**src/rtl/serial_lane_arbiter_pkg.sv**
```systemverilog
// Shared definitions for the serial lane arbiter.
//   state_t    : deserializer FSM states
//   DEF_*      : default parameter values for lane count, frame size, timeout
//   idx_width  : width of a lane index, never smaller than one bit
package serial_lane_arbiter_pkg;

    typedef enum logic [1:0] {
        IDLE,
        SHIFT,
        DONE,
        ABORT
    } state_t;

    localparam int DEF_NUM_LANES  = 4;
    localparam int DEF_FRAME_BITS = 8;
    localparam int DEF_TIMEOUT    = 16;

    function automatic int idx_width(input int n);
        return (n > 1) ? $clog2(n) : 1;
    endfunction

endpackage

```
**src/rtl/serial_lane_arbiter_rr_arbiter.sv**
```systemverilog
// Combinational round-robin picker.
//   req   : request vector, one bit per lane
//   ptr   : highest-priority lane index for this decision
//   grant : one-hot winner (all zero when nothing requests)
//   idx   : index of the winner (zero when nothing requests)
module rr_arbiter
    import serial_lane_arbiter_pkg::*;
#(
    parameter int NUM_LANES = DEF_NUM_LANES
) (
    input  logic [NUM_LANES-1:0]            req,
    input  logic [idx_width(NUM_LANES)-1:0] ptr,
    output logic [NUM_LANES-1:0]            grant,
    output logic [idx_width(NUM_LANES)-1:0] idx
);

    localparam int IW = idx_width(NUM_LANES);

    logic          found;
    logic [IW:0]   cand;   // one spare bit so ptr + offset cannot overflow

    // NOTE: every variable gets a default at the top of always_comb so no
    // path leaves it unassigned; that is what keeps latches from being inferred.
    always_comb begin
        grant = '0;
        idx   = '0;
        found = 1'b0;
        cand  = '0;
        // Walk lanes in wrapped order starting at ptr; first requester wins.
        for (int i = 0; i < NUM_LANES; i++) begin
            cand = {1'b0, ptr} + (IW+1)'(i);
            if (cand >= (IW+1)'(NUM_LANES)) begin
                cand = cand - (IW+1)'(NUM_LANES);
            end
            if (!found && req[cand[IW-1:0]]) begin
                found                = 1'b1;
                grant[cand[IW-1:0]]  = 1'b1;
                idx                  = cand[IW-1:0];
            end
        end
    end

endmodule

```
**src/rtl/serial_lane_arbiter.sv**
```systemverilog
// Arbitrates several serial requesters onto one deserializer.
//   clk, rst      : rising-edge clock, asynchronous active-high reset
//   lane_req      : per-lane request, held while a frame is pending
//   lane_din      : per-lane serial data bit
//   lane_valid    : per-lane bit qualifier
//   lane_grant    : registered one-hot grant to the lane being deserialized
//   dout_parallel : last completed frame, first received bit in the MSB
//   dout_lane     : lane of the last completed or aborted frame
//   dout_valid    : one-cycle pulse for a completed frame
//   err_timeout   : one-cycle pulse for an aborted frame (timeout or request drop)
module serial_lane_arbiter
    import serial_lane_arbiter_pkg::*;
#(
    parameter int NUM_LANES  = DEF_NUM_LANES,
    parameter int FRAME_BITS = DEF_FRAME_BITS,
    parameter int TIMEOUT    = DEF_TIMEOUT
) (
    input  logic                             clk,
    input  logic                             rst,
    input  logic [NUM_LANES-1:0]             lane_req,
    input  logic [NUM_LANES-1:0]             lane_din,
    input  logic [NUM_LANES-1:0]             lane_valid,
    output logic [NUM_LANES-1:0]             lane_grant,
    output logic [FRAME_BITS-1:0]            dout_parallel,
    output logic [idx_width(NUM_LANES)-1:0]  dout_lane,
    output logic                             dout_valid,
    output logic                             err_timeout
);

    localparam int LW = idx_width(NUM_LANES);
    localparam int CW = $clog2(FRAME_BITS + 1);
    localparam int TW = $clog2(TIMEOUT + 1);

    state_t                state;
    logic [LW-1:0]         sel;
    logic [LW-1:0]         rr_ptr;
    logic [LW-1:0]         next_ptr;
    logic [CW-1:0]         bit_cnt;
    logic [TW-1:0]         idle_tmr;
    logic [FRAME_BITS-1:0] shift_reg;
    logic [NUM_LANES-1:0]  arb_grant;
    logic [LW-1:0]         arb_idx;

    rr_arbiter #(
        .NUM_LANES (NUM_LANES)
    ) u_rr_arbiter (
        .req   (lane_req),
        .ptr   (rr_ptr),
        .grant (arb_grant),
        .idx   (arb_idx)
    );

    // Priority moves to the lane after the one just served, wrapping to 0.
    assign next_ptr = (sel == LW'(NUM_LANES - 1)) ? '0 : sel + LW'(1);

    // NOTE: all state, including the shift register, is cleared by reset so a
    // frame cut off by reset leaves nothing behind that could leak out later.
    // NOTE: sequential state uses non-blocking assignments so every register
    // samples the pre-edge values, independent of statement order.
    always_ff @(posedge clk or posedge rst) begin
        if (rst) begin
            state         <= IDLE;
            sel           <= '0;
            rr_ptr        <= '0;
            bit_cnt       <= '0;
            idle_tmr      <= '0;
            shift_reg     <= '0;
            lane_grant    <= '0;
            dout_parallel <= '0;
            dout_lane     <= '0;
            dout_valid    <= 1'b0;
            err_timeout   <= 1'b0;
        end else begin
            dout_valid  <= 1'b0;
            err_timeout <= 1'b0;
            case (state)
                IDLE: begin
                    if (|lane_req) begin
                        sel        <= arb_idx;
                        lane_grant <= arb_grant;
                        bit_cnt    <= '0;
                        idle_tmr   <= '0;
                        shift_reg  <= '0;
                        state      <= SHIFT;
                    end
                end
                SHIFT: begin
                    // Request drop is checked first so a bit arriving with the
                    // falling request is thrown away with the rest of the frame.
                    if (!lane_req[sel]) begin
                        lane_grant <= '0;
                        state      <= ABORT;
                    end else if (lane_valid[sel]) begin
                        shift_reg <= {shift_reg[FRAME_BITS-2:0], lane_din[sel]};
                        bit_cnt   <= bit_cnt + CW'(1);
                        idle_tmr  <= '0;
                        if (bit_cnt == CW'(FRAME_BITS - 1)) begin
                            lane_grant <= '0;
                            state      <= DONE;
                        end
                    end else if (idle_tmr == TW'(TIMEOUT - 1)) begin
                        idle_tmr   <= TW'(TIMEOUT);
                        lane_grant <= '0;
                        state      <= ABORT;
                    end else begin
                        idle_tmr <= idle_tmr + TW'(1);
                    end
                end
                DONE: begin
                    dout_parallel <= shift_reg;
                    dout_lane     <= sel;
                    dout_valid    <= 1'b1;
                    rr_ptr        <= next_ptr;
                    state         <= IDLE;
                end
                ABORT: begin
                    err_timeout <= 1'b1;
                    dout_lane   <= sel;
                    rr_ptr      <= next_ptr;
                    state       <= IDLE;
                end
                default: state <= IDLE;
            endcase
        end
    end

endmodule

```
**config.mk**
```make
export PLATFORM = sky130hd
export DESIGN_NAME = serial_lane_arbiter
export DESIGN_NICKNAME = d
export VERILOG_FILES = /design/src/rtl/serial_lane_arbiter_pkg.sv /design/src/rtl/serial_lane_arbiter_rr_arbiter.sv /design/src/rtl/serial_lane_arbiter.sv
export SDC_FILE = /design/constraint.sdc
export NUM_CORES = 1
export LEC_CHECK = 0
export CORE_MARGIN = 2
export CORE_UTILIZATION = 23
export CTS_BUF_LIST = sky130_fd_sc_hd__clkbuf_2
export CTS_CLUSTER_DIAMETER = 30
export DETAILED_ROUTE_END_ITERATION = 10
export HOLD_SLACK_MARGIN = 0.02
export PLACE_DENSITY_LB_ADDON = 0.2
export SLEW_MARGIN = 20
export SYNTH_ARGS = -nofsm -noshare
export SYNTH_HDL_FRONTEND = slang
export SYNTH_SLANG_ARGS = --single-unit
```
**constraint.sdc**
```tcl
create_clock -name clk -period 3 [get_ports clk]
set_clock_uncertainty 0.15 [all_clocks]
set_input_delay 0.3 -clock clk [delete_from_list [all_inputs] [get_ports clk]]
set_output_delay 0.3 -clock clk [all_outputs]
set_load 0.01 [all_outputs]
```
==> results of run 1 <==
==> power breakdown <==
| group | switching [W] | internal [W] | total [W] |
|---|---|---|---|
| clock network | 0.000192 | 0.000146 | 0.000338 |
| logic | 0.000596 | 0.000534 | 0.00113 |
| registers | 0.000139 | 0.000648 | 0.000787 |
==> worst paths after layout <==
| check | cells past startpoint | start | endpoint | slack [ns] |
|---|---|---|---|---|
| max | 6 | rr_ptr[1] | lane_grant[1] | 0.35 |
| min | 3 | rst | state[0] | 0.12 |
| max reg2reg | 6 | rr_ptr[1] | lane_grant[1] | 0.35 |
| min reg2reg | 1 | bit_cnt[3] | bit_cnt[3] | 0.33 |
| max in group asynchronous | 3 | rst | dout_valid | 2.22 |
| min in group clk | 1 | bit_cnt[3] | bit_cnt[3] | 0.33 |
==> metrics by stage <==
step	total power, W	std cells
2_1_floorplan	0.00164	189
3_3_place_gp	0.00194	339
3_5_place_dp	0.00194	339
4_1_cts	0.00230	347
5_1_grt	0.00245	347
6_report	0.00225	347
==> area by class of cell <==
cell class                 count  area (um2)  share of cell area, %
tap                          129         161                   6.04
clock buffer                   5        25.0                  0.937
inverter                      13        48.8                   1.83
multi-input combinational    127        1110                   41.4
clock inverter                 3        47.5                   1.78
timing repair buffer          31         305                   11.4
sequential                    39         976                   36.6
==> Yosys cell counts, types with 2 or more instances <==
library cell,instances,area share [%]
sky130_fd_sc_hd__a221oi_1,5,2.0
sky130_fd_sc_hd__ha_1,11,6.3
sky130_fd_sc_hd__inv_1,13,2.2
sky130_fd_sc_hd__clkbuf_1,5,0.86
sky130_fd_sc_hd__mux2i_1,4,1.8
sky130_fd_sc_hd__nand2_1,16,2.8
sky130_fd_sc_hd__mux4_2,7,7.2
sky130_fd_sc_hd__nor2_1,7,1.2
sky130_fd_sc_hd__a22o_1,9,3.6
sky130_fd_sc_hd__o21ai_0,5,1.1
sky130_fd_sc_hd__and3_1,3,0.86
sky130_fd_sc_hd__buf_2,3,0.69
sky130_fd_sc_hd__and2_1,2,0.57
sky130_fd_sc_hd__a221o_1,4,1.8
sky130_fd_sc_hd__dfrtp_1,39,45
sky130_fd_sc_hd__mux2_2,13,6.7
sky130_fd_sc_hd__nand3b_1,4,1.4
sky130_fd_sc_hd__nor2b_1,4,1.1
sky130_fd_sc_hd__a21oi_1,7,1.6
sky130_fd_sc_hd__o211ai_1,3,1.0
==> placed cells by master, fill, tap and decap left out, drive strengths merged, types with 2 or more instances in the layout <==
master         Yosys  layout
nand3b             4       4
or3                2       2
o211ai             3       3
mux4               7       7
a22o               9       9
and2               2       2
inv               13      14
nor4               2       2
nor2b              4       4
clkdlybuf4s50      0      29
clkbuf             5       5
a22oi              2       2
nand2             16      16
nor2               7       7
a21oi              7       7
o21ai              7       7
mux2              13      13
and3               3       3
buf                5       2
a221oi             5       5
ha                11      11
dfrtp             39      39
mux2i              4       4
a221o              4       4
==> worst register-to-register path, delay by kind of cell (launching register included) <==
kind                       cells  cell delay (ns)
DFF                            1             0.62
and+or+nand+nor                1             0.21
adders and majority gates      1             0.40
AOI/OAI and AO/OA              2             0.41
muxes                          1             0.63
buffers and inverters          1             0.20
==> routing by layer <==
layer	track usage, %	wire [um]
met5	0	0
met4	2.49	53
met3	2.07	135
met2	15.7	2200
met1	12.0	2110
==> kinds of logic (layout without fill, tap and decap cells) <==
group | count (synthesis) | after routing | share of synthesized area [%]
AOI/OAI and AO/OA | 46 | 46 | 17.1
DFF | 39 | 39 | 44.7
muxes | 24 | 24 | 15.8
adders and majority gates | 11 | 11 | 6.30
and+or+nand+nor | 46 | 46 | 11.5
buffers and inverters | 23 | 52 | 4.64
==> metrics.txt, run 1 <==
# TYPE chip_impl_metric gauge
chip_impl_metric{name="synthArstFlopShare",unit="%"} 100
chip_impl_metric{name="chip_height",unit="um"} 101
chip_impl_metric{name="post_route_fraction_of_the_period_consumed_by_the_critical_path",unit="%"} 88.3
chip_impl_metric{name="later_pin_clock_latency_in_the_skew_report",unit="ns"} 0.41
chip_impl_metric{name="path_max_fanout",unit=""} 12
chip_impl_metric{name="grt_pass1_wl",unit="um"} 7570
chip_impl_metric{name="place_worst_setup_slack",unit="ns"} 0.387
chip_impl_info{name="worst-setup-path-type",value="reg2reg"} 1
chip_impl_metric{name="worst_path_largest_cell_delay",unit="ns"} 0.63
chip_impl_info{name="critical-path-top-delay-family",value="multiplexers"} 1
chip_impl_metric{name="clkTransAtPathRegs",unit="ns"} 0.23
chip_impl_metric{name="clock_tree.htree_level_count",unit=""} 2
chip_impl_metric{name="number_of_nets_with_antenna_violations_after_routing",unit=""} 0
chip_impl_info{name="grt_setup_unrepaired",value="no"} 1
chip_impl_metric{name="drive_above_1_share",unit="%"} 16.5
chip_impl_metric{name="power.ir.vdd_worst",unit="mV"} 0.275
chip_impl_metric{name="drc",unit=""} 0
chip_impl_metric{name="worst_ep_required_time",unit="ns"} 3.21
chip_impl_metric{name="clk_path_buf_depth",unit=""} 2
chip_impl_metric{name="coreArea",unit="um2"} 9240
chip_impl_metric{name="slew_headroom",unit="%"} 66.7
chip_impl_metric{name="die_outline_area",unit="um2"} 10300
chip_impl_info{name="critical-path-slowest-cell",value="sky130_fd_sc_hd__mux4_2"} 1
chip_impl_metric{name="power.density",unit="nW/um2"} 844
chip_impl_metric{name="cp.arrival",unit="ns"} 2.86
chip_impl_metric{name="drt-initial-drc-count",unit=""} 66
chip_impl_metric{name="clock-sinks",unit=""} 39
chip_impl_info{name="path_cells",value="inv_1, ha_1, mux4_2, nand3b_1, a221oi_1, a221o_1"} 1
chip_impl_metric{name="post_cts_hold_buffer_count",unit=""} 0
chip_impl_metric{name="grt_pass1_vias",unit=""} 1486
chip_impl_metric{name="post_syn_nets",unit=""} 214
chip_impl_metric{name="antenna_found_initial",unit=""} 0
chip_impl_metric{name="avgViaCountPerCell",unit=""} 4.44
chip_impl_metric{name="grt_start_max_net_pins",unit=""} 40
chip_impl_metric{name="final_max_slew_viol_count",unit=""} 0
chip_impl_info{name="timing.critical_path.from_type",value="flip-flop"} 1
chip_impl_metric{name="max_slew.worst_pin.slew",unit="ns"} 0.499
chip_impl_metric{name="area_growth_syn_to_layout",unit="%"} 22.3
chip_impl_metric{name="worstPathBufferInverterCount",unit=""} 1
chip_impl_metric{name="max_cap_violations",unit=""} 0
chip_impl_metric{name="die_w",unit="um"} 101
chip_impl_metric{name="dpl-instance-area",unit="um2"} 2600
chip_impl_metric{name="rows",unit=""} 35
chip_impl_info{name="ctsRootBufferMaster",value="sky130_fd_sc_hd__clkbuf_2"} 1
chip_impl_metric{name="finalWirelength",unit="um"} 4500
chip_impl_metric{name="clock.fmax",unit="MHz"} 377
chip_impl_info{name="hold_path.class",value="in2async"} 1
chip_impl_metric{name="postSynthRegisterBits",unit=""} 39
chip_impl_info{name="critPathCaptureType",value="flip-flop"} 1
chip_impl_metric{name="drt_pre_antenna_iters",unit=""} 4
chip_impl_metric{name="gp_routability_congestion",unit=""} 0.752
chip_impl_metric{name="cts_setup_buffers",unit=""} 0
chip_impl_metric{name="timing.final.ws_setup",unit="ns"} 0.350
chip_impl_metric{name="io-pin-count",unit=""} 30
chip_impl_metric{name="setup_viol",unit=""} 0
chip_impl_metric{name="grt_overflow",unit=""} 0
chip_impl_metric{name="synth_cell_type_count",unit=""} 45
chip_impl_metric{name="final.min_clock_period",unit="ns"} 2.65
chip_impl_metric{name="finalSetupTns",unit="ns"} 0
chip_impl_metric{name="report.final.hold_viol_count",unit=""} 0
chip_impl_metric{name="nFillCells",unit=""} 979
chip_impl_info{name="tritoncts",value="built"} 1
chip_impl_metric{name="gr-usage-all-layers",unit="%"} 9.30
chip_impl_metric{name="synth_seq_area_share",unit="%"} 44.7
chip_impl_metric{name="routed-via-count",unit=""} 1540
chip_impl_metric{name="numPortBuffers",unit=""} 29
chip_impl_info{name="yosys_most_used_dff",value="sky130_fd_sc_hd__dfrtp_1"} 1
chip_impl_metric{name="finalInstanceArea",unit="um2"} 2670
chip_impl_metric{name="cts_inserted_buffers",unit=""} 5
chip_impl_metric{name="syn_warnings",unit=""} 0
chip_impl_metric{name="initial_utilization",unit="%"} 23.6
chip_impl_metric{name="syn_avg_cell_area",unit="um2"} 11.6
chip_impl_metric{name="worst_hold_slack",unit="ns"} 0.123
chip_impl_metric{name="wl_per_cell",unit="um"} 13.0
chip_impl_metric{name="insertedDiodeCount",unit=""} 0
chip_impl_metric{name="syn-cell-area",unit="um2"} 2180
chip_impl_metric{name="final_net_count",unit=""} 242
chip_impl_metric{name="postSynthCellCount",unit=""} 189
chip_impl_metric{name="cts_resized",unit=""} 0
chip_impl_metric{name="hpwl",unit="um"} 3240
chip_impl_metric{name="final_core_util",unit="%"} 28.9
chip_impl_metric{name="power.static_leakage",unit="nW"} 1.19
chip_impl_metric{name="post_synth_edffs",unit=""} 0
chip_impl_info{name="status",value="completed"} 1
Note: power is estimated with default switching activity, not from simulation.
==> run 2, diff against run 1 <==
--- a/config.mk
+++ b/config.mk
@@ -12,6 +12,7 @@
 export DETAILED_ROUTE_END_ITERATION = 10
 export HOLD_SLACK_MARGIN = 0.02
 export PLACE_DENSITY_LB_ADDON = 0.2
+export SETUP_SLACK_MARGIN = 0.5
 export SLEW_MARGIN = 20
 export SYNTH_ARGS = -nofsm -noshare
 export SYNTH_HDL_FRONTEND = slang
==> run 2 against run 1 <==
Against the previous run:
- routed wire length shrank 1.9%
- critical path depth is the same
- first-iteration DRC count down 52%
- largest cell class unchanged
==> metrics.txt, run 2 (synthesized netlist as in run 1, its figures left out) <==
# TYPE chip_impl_metric gauge
chip_impl_info{name="grt_setup_unrepaired",value="no"} 1
chip_impl_metric{name="worst_path_largest_cell_delay",unit="ns"} 0.63
chip_impl_metric{name="numPortBuffers",unit=""} 29
chip_impl_metric{name="grt_pass1_wl",unit="um"} 7470
chip_impl_metric{name="grt_start_max_net_pins",unit=""} 40
chip_impl_metric{name="post_cts_hold_buffer_count",unit=""} 0
chip_impl_metric{name="later_pin_clock_latency_in_the_skew_report",unit="ns"} 0.40
chip_impl_metric{name="worstPathBufferInverterCount",unit=""} 1
chip_impl_metric{name="setup_viol",unit=""} 0
chip_impl_metric{name="report.final.hold_viol_count",unit=""} 0
chip_impl_metric{name="final_net_count",unit=""} 244
chip_impl_metric{name="die_outline_area",unit="um2"} 10300
chip_impl_metric{name="avgViaCountPerCell",unit=""} 4.41
chip_impl_metric{name="cts_inserted_buffers",unit=""} 5
chip_impl_metric{name="area_growth_syn_to_layout",unit="%"} 23.0
chip_impl_metric{name="antenna_found_initial",unit=""} 0
chip_impl_metric{name="io-pin-count",unit=""} 30
chip_impl_metric{name="clock.fmax",unit="MHz"} 436
chip_impl_metric{name="power.static_leakage",unit="nW"} 1.20
chip_impl_metric{name="ff_latch_area",unit="um2"} 977
chip_impl_info{name="critical-path-slowest-cell",value="sky130_fd_sc_hd__mux4_2"} 1
chip_impl_metric{name="clkTransAtPathRegs",unit="ns"} 0.22
chip_impl_info{name="status",value="completed"} 1
chip_impl_metric{name="wl_per_cell",unit="um"} 12.6
chip_impl_metric{name="worst_hold_slack",unit="ns"} 0.126
chip_impl_info{name="hold_path.class",value="in2async"} 1
chip_impl_info{name="tritoncts",value="built"} 1
chip_impl_info{name="timing.critical_path.from_type",value="flip-flop"} 1
chip_impl_info{name="path_cells",value="inv_1, ha_1, mux4_2, nand3b_1, a221oi_1, a221o_1"} 1
chip_impl_metric{name="clock-sinks",unit=""} 39
chip_impl_metric{name="clk_path_buf_depth",unit=""} 2
chip_impl_info{name="ctsRootBufferMaster",value="sky130_fd_sc_hd__clkbuf_2"} 1
chip_impl_metric{name="slew_headroom",unit="%"} 66.5
chip_impl_metric{name="path_max_fanout",unit=""} 11
chip_impl_metric{name="drc",unit=""} 0
chip_impl_metric{name="worst_ep_required_time",unit="ns"} 3.21
chip_impl_metric{name="finalInstanceArea",unit="um2"} 2690
chip_impl_metric{name="number_of_nets_with_antenna_violations_after_routing",unit=""} 0
chip_impl_metric{name="die_w",unit="um"} 101
chip_impl_metric{name="hpwl",unit="um"} 3160
chip_impl_metric{name="drt_pre_antenna_iters",unit=""} 4
chip_impl_metric{name="drt-initial-drc-count",unit=""} 32
chip_impl_metric{name="cp.arrival",unit="ns"} 2.50
chip_impl_metric{name="final.min_clock_period",unit="ns"} 2.29
chip_impl_info{name="worst-setup-path-type",value="reg2reg"} 1
chip_impl_metric{name="power.ir.vdd_worst",unit="mV"} 0.342
chip_impl_metric{name="clock_tree.htree_level_count",unit=""} 2
chip_impl_info{name="critical-path-top-delay-family",value="multiplexers"} 1
chip_impl_metric{name="finalWirelength",unit="um"} 4410
chip_impl_metric{name="routed-via-count",unit=""} 1539
chip_impl_metric{name="rows",unit=""} 35
chip_impl_metric{name="drive_above_1_share",unit="%"} 17.7
chip_impl_metric{name="chip_height",unit="um"} 101
chip_impl_metric{name="post_route_fraction_of_the_period_consumed_by_the_critical_path",unit="%"} 76.4
chip_impl_metric{name="power.density",unit="nW/um2"} 844
chip_impl_info{name="critPathCaptureType",value="flip-flop"} 1
chip_impl_metric{name="final_core_util",unit="%"} 29.1
chip_impl_metric{name="gp_routability_congestion",unit=""} 0.781
chip_impl_metric{name="multi_input_area",unit="um2"} 1110
chip_impl_metric{name="finalSetupTns",unit="ns"} 0
chip_impl_metric{name="max_cap_violations",unit=""} 0
chip_impl_metric{name="nFillCells",unit=""} 954
chip_impl_metric{name="max_slew.worst_pin.slew",unit="ns"} 0.503
chip_impl_metric{name="coreArea",unit="um2"} 9240
chip_impl_metric{name="grt_overflow",unit=""} 0
chip_impl_metric{name="initial_utilization",unit="%"} 23.6
chip_impl_metric{name="grt_pass1_vias",unit=""} 1503
chip_impl_info{name="mostFrequentLayoutCells",value="sky130_fd_sc_hd__dfrtp_1 (38), sky130_fd_sc_hd__clkdlybuf4s50_1 (29), sky130_fd_sc_hd__nand2_1 (16)"} 1
chip_impl_metric{name="gr-usage-all-layers",unit="%"} 9.10
chip_impl_info{name="layout_commonest_cell",value="sky130_fd_sc_hd__dfrtp_1"} 1
chip_impl_metric{name="dpl-instance-area",unit="um2"} 2610
chip_impl_metric{name="final_max_slew_viol_count",unit=""} 0
chip_impl_metric{name="insertedDiodeCount",unit=""} 0
run 2: stage by stage:
| stage | total power, W | std cells | worst slack, ns |
|---|---|---|---|
| floorplan | 0.00164 | 189 | 0.525 |
| global placement | 0.00196 | 340 | 0.449 |
| detailed placement | 0.00195 | 340 | 0.404 |
| CTS | 0.00231 | 349 | 0.700 |
| global route | 0.00246 | 349 | 0.547 |
| finish | 0.00227 | 349 | 0.708 |
run 2: final timing paths:
| path | from | to | slack, ns | depth (start not counted) |
|---|---|---|---|---|
| max | rr_ptr[0] | lane_grant[2] | 0.71 | 6 |
| min | rst | dout_parallel[7] | 0.13 | 3 |
| max reg2reg | rr_ptr[0] | lane_grant[2] | 0.71 | 6 |
| min reg2reg | bit_cnt[3] | bit_cnt[3] | 0.33 | 1 |
| max in group asynchronous | rst | rr_ptr[1] | 2.19 | 3 |
| min in group clk | bit_cnt[3] | bit_cnt[3] | 0.33 | 1 |
run 2: per-layer routing:
metal	wire (um)	global-route usage [%]
met1	2170	12.4
met2	2070	14.4
met3	144	2.28
met4	27	2.49
met5	0	0
run 2: repair_timing:
item | in CTS | in global routing
buffers inserted | 1 | 0
setup endpoints to repair | 5 | 0
resized for setup | 1 | 0
run 2: cell type report:
class,count,area share [%]
Clock buffer,5,0.932
Sequential cell,39,36.4
Tap cell,129,6.01
Inverter,13,1.82
Multi-Input combinational cell,127,41.2
Clock inverter,3,1.77
Timing Repair Buffer,33,11.9
run 2: report_power, final:
part | switching (W) | leakage (nW) | internal [W]
clock | 0.000190 | 0.0436 | 0.000146
combinational | 0.000611 | 0.632 | 0.000553
sequential | 0.000117 | 0.521 | 0.000650
run 2: tightest hold or removal path: cells and delay by family:
kind	cells	cell delay, ns
buffers and inverters	3	0.86
==> run 3, diff against run 2 <==
==> constraint.sdc (replaced) <==
create_clock -name clk -period 2.1 [get_ports clk]
set_clock_uncertainty 0.15 [all_clocks]
set_input_delay 0.21 -clock clk [delete_from_list [all_inputs] [get_ports clk]]
set_output_delay 0.21 -clock clk [all_outputs]
set_load 0.01 [all_outputs]
==> run 3 against run 2 <==
Against the previous run:
- the flow now finishes with violations (setup timing)
- clock power is 41% higher
- cell count grew 6.0%
- global-route usage is 1.1 points higher
- routed wire length increased by 12%
- via count grew 9.6%
- clock-buffer cell count unchanged
- critical path depth is the same
- power increased by 64%
- maximum frequency increased by 7.0%
- non-clock buffer count grew 19
- utilization is 2.8 points higher
- setup slack got worse by 0.75 ns
==> metrics.txt, run 3 (synthesized netlist as in run 1, its figures left out) <==
# TYPE chip_impl_metric gauge
chip_impl_metric{name="numPortBuffers",unit=""} 29
chip_impl_metric{name="finalWirelength",unit="um"} 4930
chip_impl_metric{name="gp_routability_congestion",unit=""} 0.754
chip_impl_metric{name="drc",unit=""} 0
chip_impl_metric{name="clk_path_buf_depth",unit=""} 2
chip_impl_metric{name="report.final.hold_viol_count",unit=""} 0
chip_impl_metric{name="routed-via-count",unit=""} 1687
chip_impl_info{name="r2r_end",value="lane_grant[3]"} 1
chip_impl_metric{name="clock-sinks",unit=""} 39
chip_impl_metric{name="cts_inserted_buffers",unit=""} 5
chip_impl_metric{name="final_net_count",unit=""} 265
chip_impl_metric{name="rows",unit=""} 35
chip_impl_info{name="ctsRootBufferMaster",value="sky130_fd_sc_hd__clkbuf_2"} 1
chip_impl_info{name="critPathCaptureType",value="flip-flop"} 1
chip_impl_metric{name="grt_start_max_net_pins",unit=""} 40
chip_impl_info{name="hold_path.class",value="in2async"} 1
chip_impl_metric{name="finalInstanceArea",unit="um2"} 2940
chip_impl_metric{name="final.min_clock_period",unit="ns"} 2.14
chip_impl_metric{name="nFillCells",unit=""} 954
chip_impl_metric{name="insertedDiodeCount",unit=""} 0
chip_impl_info{name="status",value="finished, violations left"} 1
chip_impl_metric{name="timing.reg2reg.setup_slack",unit="ns"} -0.04
chip_impl_metric{name="worst_ep_required_time",unit="ns"} 2.31
chip_impl_metric{name="path_max_fanout",unit=""} 5
chip_impl_metric{name="grt_overflow",unit=""} 0
chip_impl_metric{name="drt-initial-drc-count",unit=""} 78
chip_impl_metric{name="die_outline_area",unit="um2"} 10300
chip_impl_metric{name="power.static_leakage",unit="nW"} 1.38
chip_impl_metric{name="coreArea",unit="um2"} 9240
chip_impl_metric{name="multi_input_area",unit="um2"} 1230
chip_impl_metric{name="chip_height",unit="um"} 101
chip_impl_metric{name="grt_pass1_wl",unit="um"} 8200
chip_impl_metric{name="avgViaCountPerCell",unit=""} 4.56
chip_impl_metric{name="totalPowerFinal",unit="W"} 0.00372
chip_impl_metric{name="hpwl",unit="um"} 3390
chip_impl_info{name="timing.critical_path.from_type",value="flip-flop"} 1
chip_impl_metric{name="wl_per_cell",unit="um"} 13.3
chip_impl_metric{name="clock.fmax",unit="MHz"} 467
chip_impl_metric{name="max_cap_violations",unit=""} 0
chip_impl_metric{name="worst_reg2reg_path_length_in_cells",unit=""} 6
chip_impl_metric{name="area_growth_syn_to_layout",unit="%"} 34.8
chip_impl_metric{name="power.ir.vdd_worst",unit="mV"} 0.427
chip_impl_info{name="mostFrequentLayoutCells",value="sky130_fd_sc_hd__dfrtp_1 (37), sky130_fd_sc_hd__buf_4 (22), sky130_fd_sc_hd__dlygate4sd2_1 (16)"} 1
chip_impl_info{name="tritoncts",value="built"} 1
chip_impl_metric{name="dpl-instance-area",unit="um2"} 2770
chip_impl_metric{name="antenna_found_initial",unit=""} 0
chip_impl_metric{name="max_slew.worst_pin.slew",unit="ns"} 0.513
chip_impl_info{name="worstReg2RegStart",value="rr_ptr[1]"} 1
chip_impl_metric{name="cp.arrival",unit="ns"} 2.36
chip_impl_info{name="worst-setup-path-type",value="reg2reg"} 1
chip_impl_metric{name="post_route_fraction_of_the_period_consumed_by_the_critical_path",unit="%"} 102
chip_impl_metric{name="worst_path_largest_cell_delay",unit="ns"} 0.58
chip_impl_metric{name="initial_utilization",unit="%"} 23.6
chip_impl_metric{name="finalSetupTns",unit="ns"} -0.0764
chip_impl_info{name="grt_setup_unrepaired",value="yes"} 1
chip_impl_metric{name="die_w",unit="um"} 101
chip_impl_metric{name="clkTransAtPathRegs",unit="ns"} 0.21
chip_impl_metric{name="drive_above_1_share",unit="%"} 32.4
chip_impl_metric{name="grt_pass1_vias",unit=""} 1668
chip_impl_metric{name="power.density",unit="nW/um2"} 1260
chip_impl_metric{name="drt_pre_antenna_iters",unit=""} 4
chip_impl_info{name="critical-path-top-delay-family",value="multiplexers"} 1
chip_impl_metric{name="later_pin_clock_latency_in_the_skew_report",unit="ns"} 0.40
chip_impl_metric{name="worstPathBufferInverterCount",unit=""} 1
chip_impl_metric{name="timing.final.ws_setup",unit="ns"} -0.0429
chip_impl_info{name="path_cells",value="inv_4, ha_4, mux4_2, nand3b_1, a221oi_2, a221o_1"} 1
chip_impl_metric{name="clock_tree.htree_level_count",unit=""} 2
chip_impl_metric{name="setup_viol",unit=""} 5
chip_impl_metric{name="slew_headroom",unit="%"} 65.8
chip_impl_metric{name="ff_latch_area",unit="um2"} 978
chip_impl_metric{name="gr-usage-all-layers",unit="%"} 10.2
chip_impl_info{name="critical-path-slowest-cell",value="sky130_fd_sc_hd__mux4_2"} 1
chip_impl_metric{name="final_max_slew_viol_count",unit=""} 0
chip_impl_metric{name="io-pin-count",unit=""} 30
chip_impl_info{name="layout_commonest_cell",value="sky130_fd_sc_hd__dfrtp_1"} 1
chip_impl_info{name="violations",value="setup timing"} 1
chip_impl_metric{name="number_of_nets_with_antenna_violations_after_routing",unit=""} 0
chip_impl_metric{name="post_cts_hold_buffer_count",unit=""} 0
==> run 3: cell types whose count changed in the layout (fill, tap and decap cells not counted), sizes merged <==
cell	change
buf	+19
dlygate4sd2	+16
mux4	+2
clkinv	+1
clkdlybuf4s50	-16
inv	-1
==> run 3: tightest hold or removal path: stages <==
cell and delay, ns:
sky130_fd_sc_hd__clkdlybuf4s50_1 0.40, sky130_fd_sc_hd__inv_1 0.05, sky130_fd_sc_hd__buf_4 0.42
==> run 3: stage by stage <==
step	setup slack [ns]	hold WS, ns	std cells	utilization, %
after floorplan	-0.163	0.265	189	-
after global placement	-0.200	0.307	353	30.0
after detailed placement	-0.187	0.314	353	30.0
after CTS	-0.0581	0.0470	370	31.8
after global routing	-0.143	0.0491	370	31.9
final	-0.0429	0.0437	370	31.9
==> run 3: cell type report <==
class | instances | share of cell area (%)
Clock buffer | 5 | 0.850
Inverter | 13 | 1.83
Multi-Input combinational cell | 129 | 41.9
Timing Repair Buffer | 52 | 15.2
Clock inverter | 3 | 1.49
Sequential cell | 39 | 33.2
Tap cell | 129 | 5.48
==> run 3: how the worst max path moves through the flow <==
stage / startpoint / endpoint / slack [ns] / cells past startpoint
floorplan: rr_ptr[0] / lane_grant[2] / -0.16 / 8
CTS: rr_ptr[1] / lane_grant[3] / -0.06 / 6
global placement: lane_req[1] / lane_grant[3] / -0.20 / 5
finish: rr_ptr[1] / lane_grant[3] / -0.04 / 6
detailed placement: lane_req[3] / bit_cnt[1] / -0.19 / 5
global route: rr_ptr[1] / lane_grant[3] / -0.14 / 6
==> run 3: repair_timing <==
action	4_1_cts	5_1_grt
hold endpoints to repair	0	0
buffers inserted	7	0
cloned	2	0
pin swaps	3	2
resized for setup	22	2
endpoints found under the setup margin	48	32
==> run 3: where the power goes <==
part / total [W] / internal [W] / switching [W]
registers: 0.00111 / 0.000930 / 0.000181
logic: 0.00213 / 0.00107 / 0.00106
clock network: 0.000473 / 0.000202 / 0.000272
total: 0.00372 / 0.00220 / 0.00152
==> run 3: per-layer routing <==
layer / share of wire, % / global-route usage (%)
met4: 1.1 / 2.81
met2: 45 / 15.6
met5: 0 / 0
met1: 49 / 14.2
met3: 4.8 / 2.69
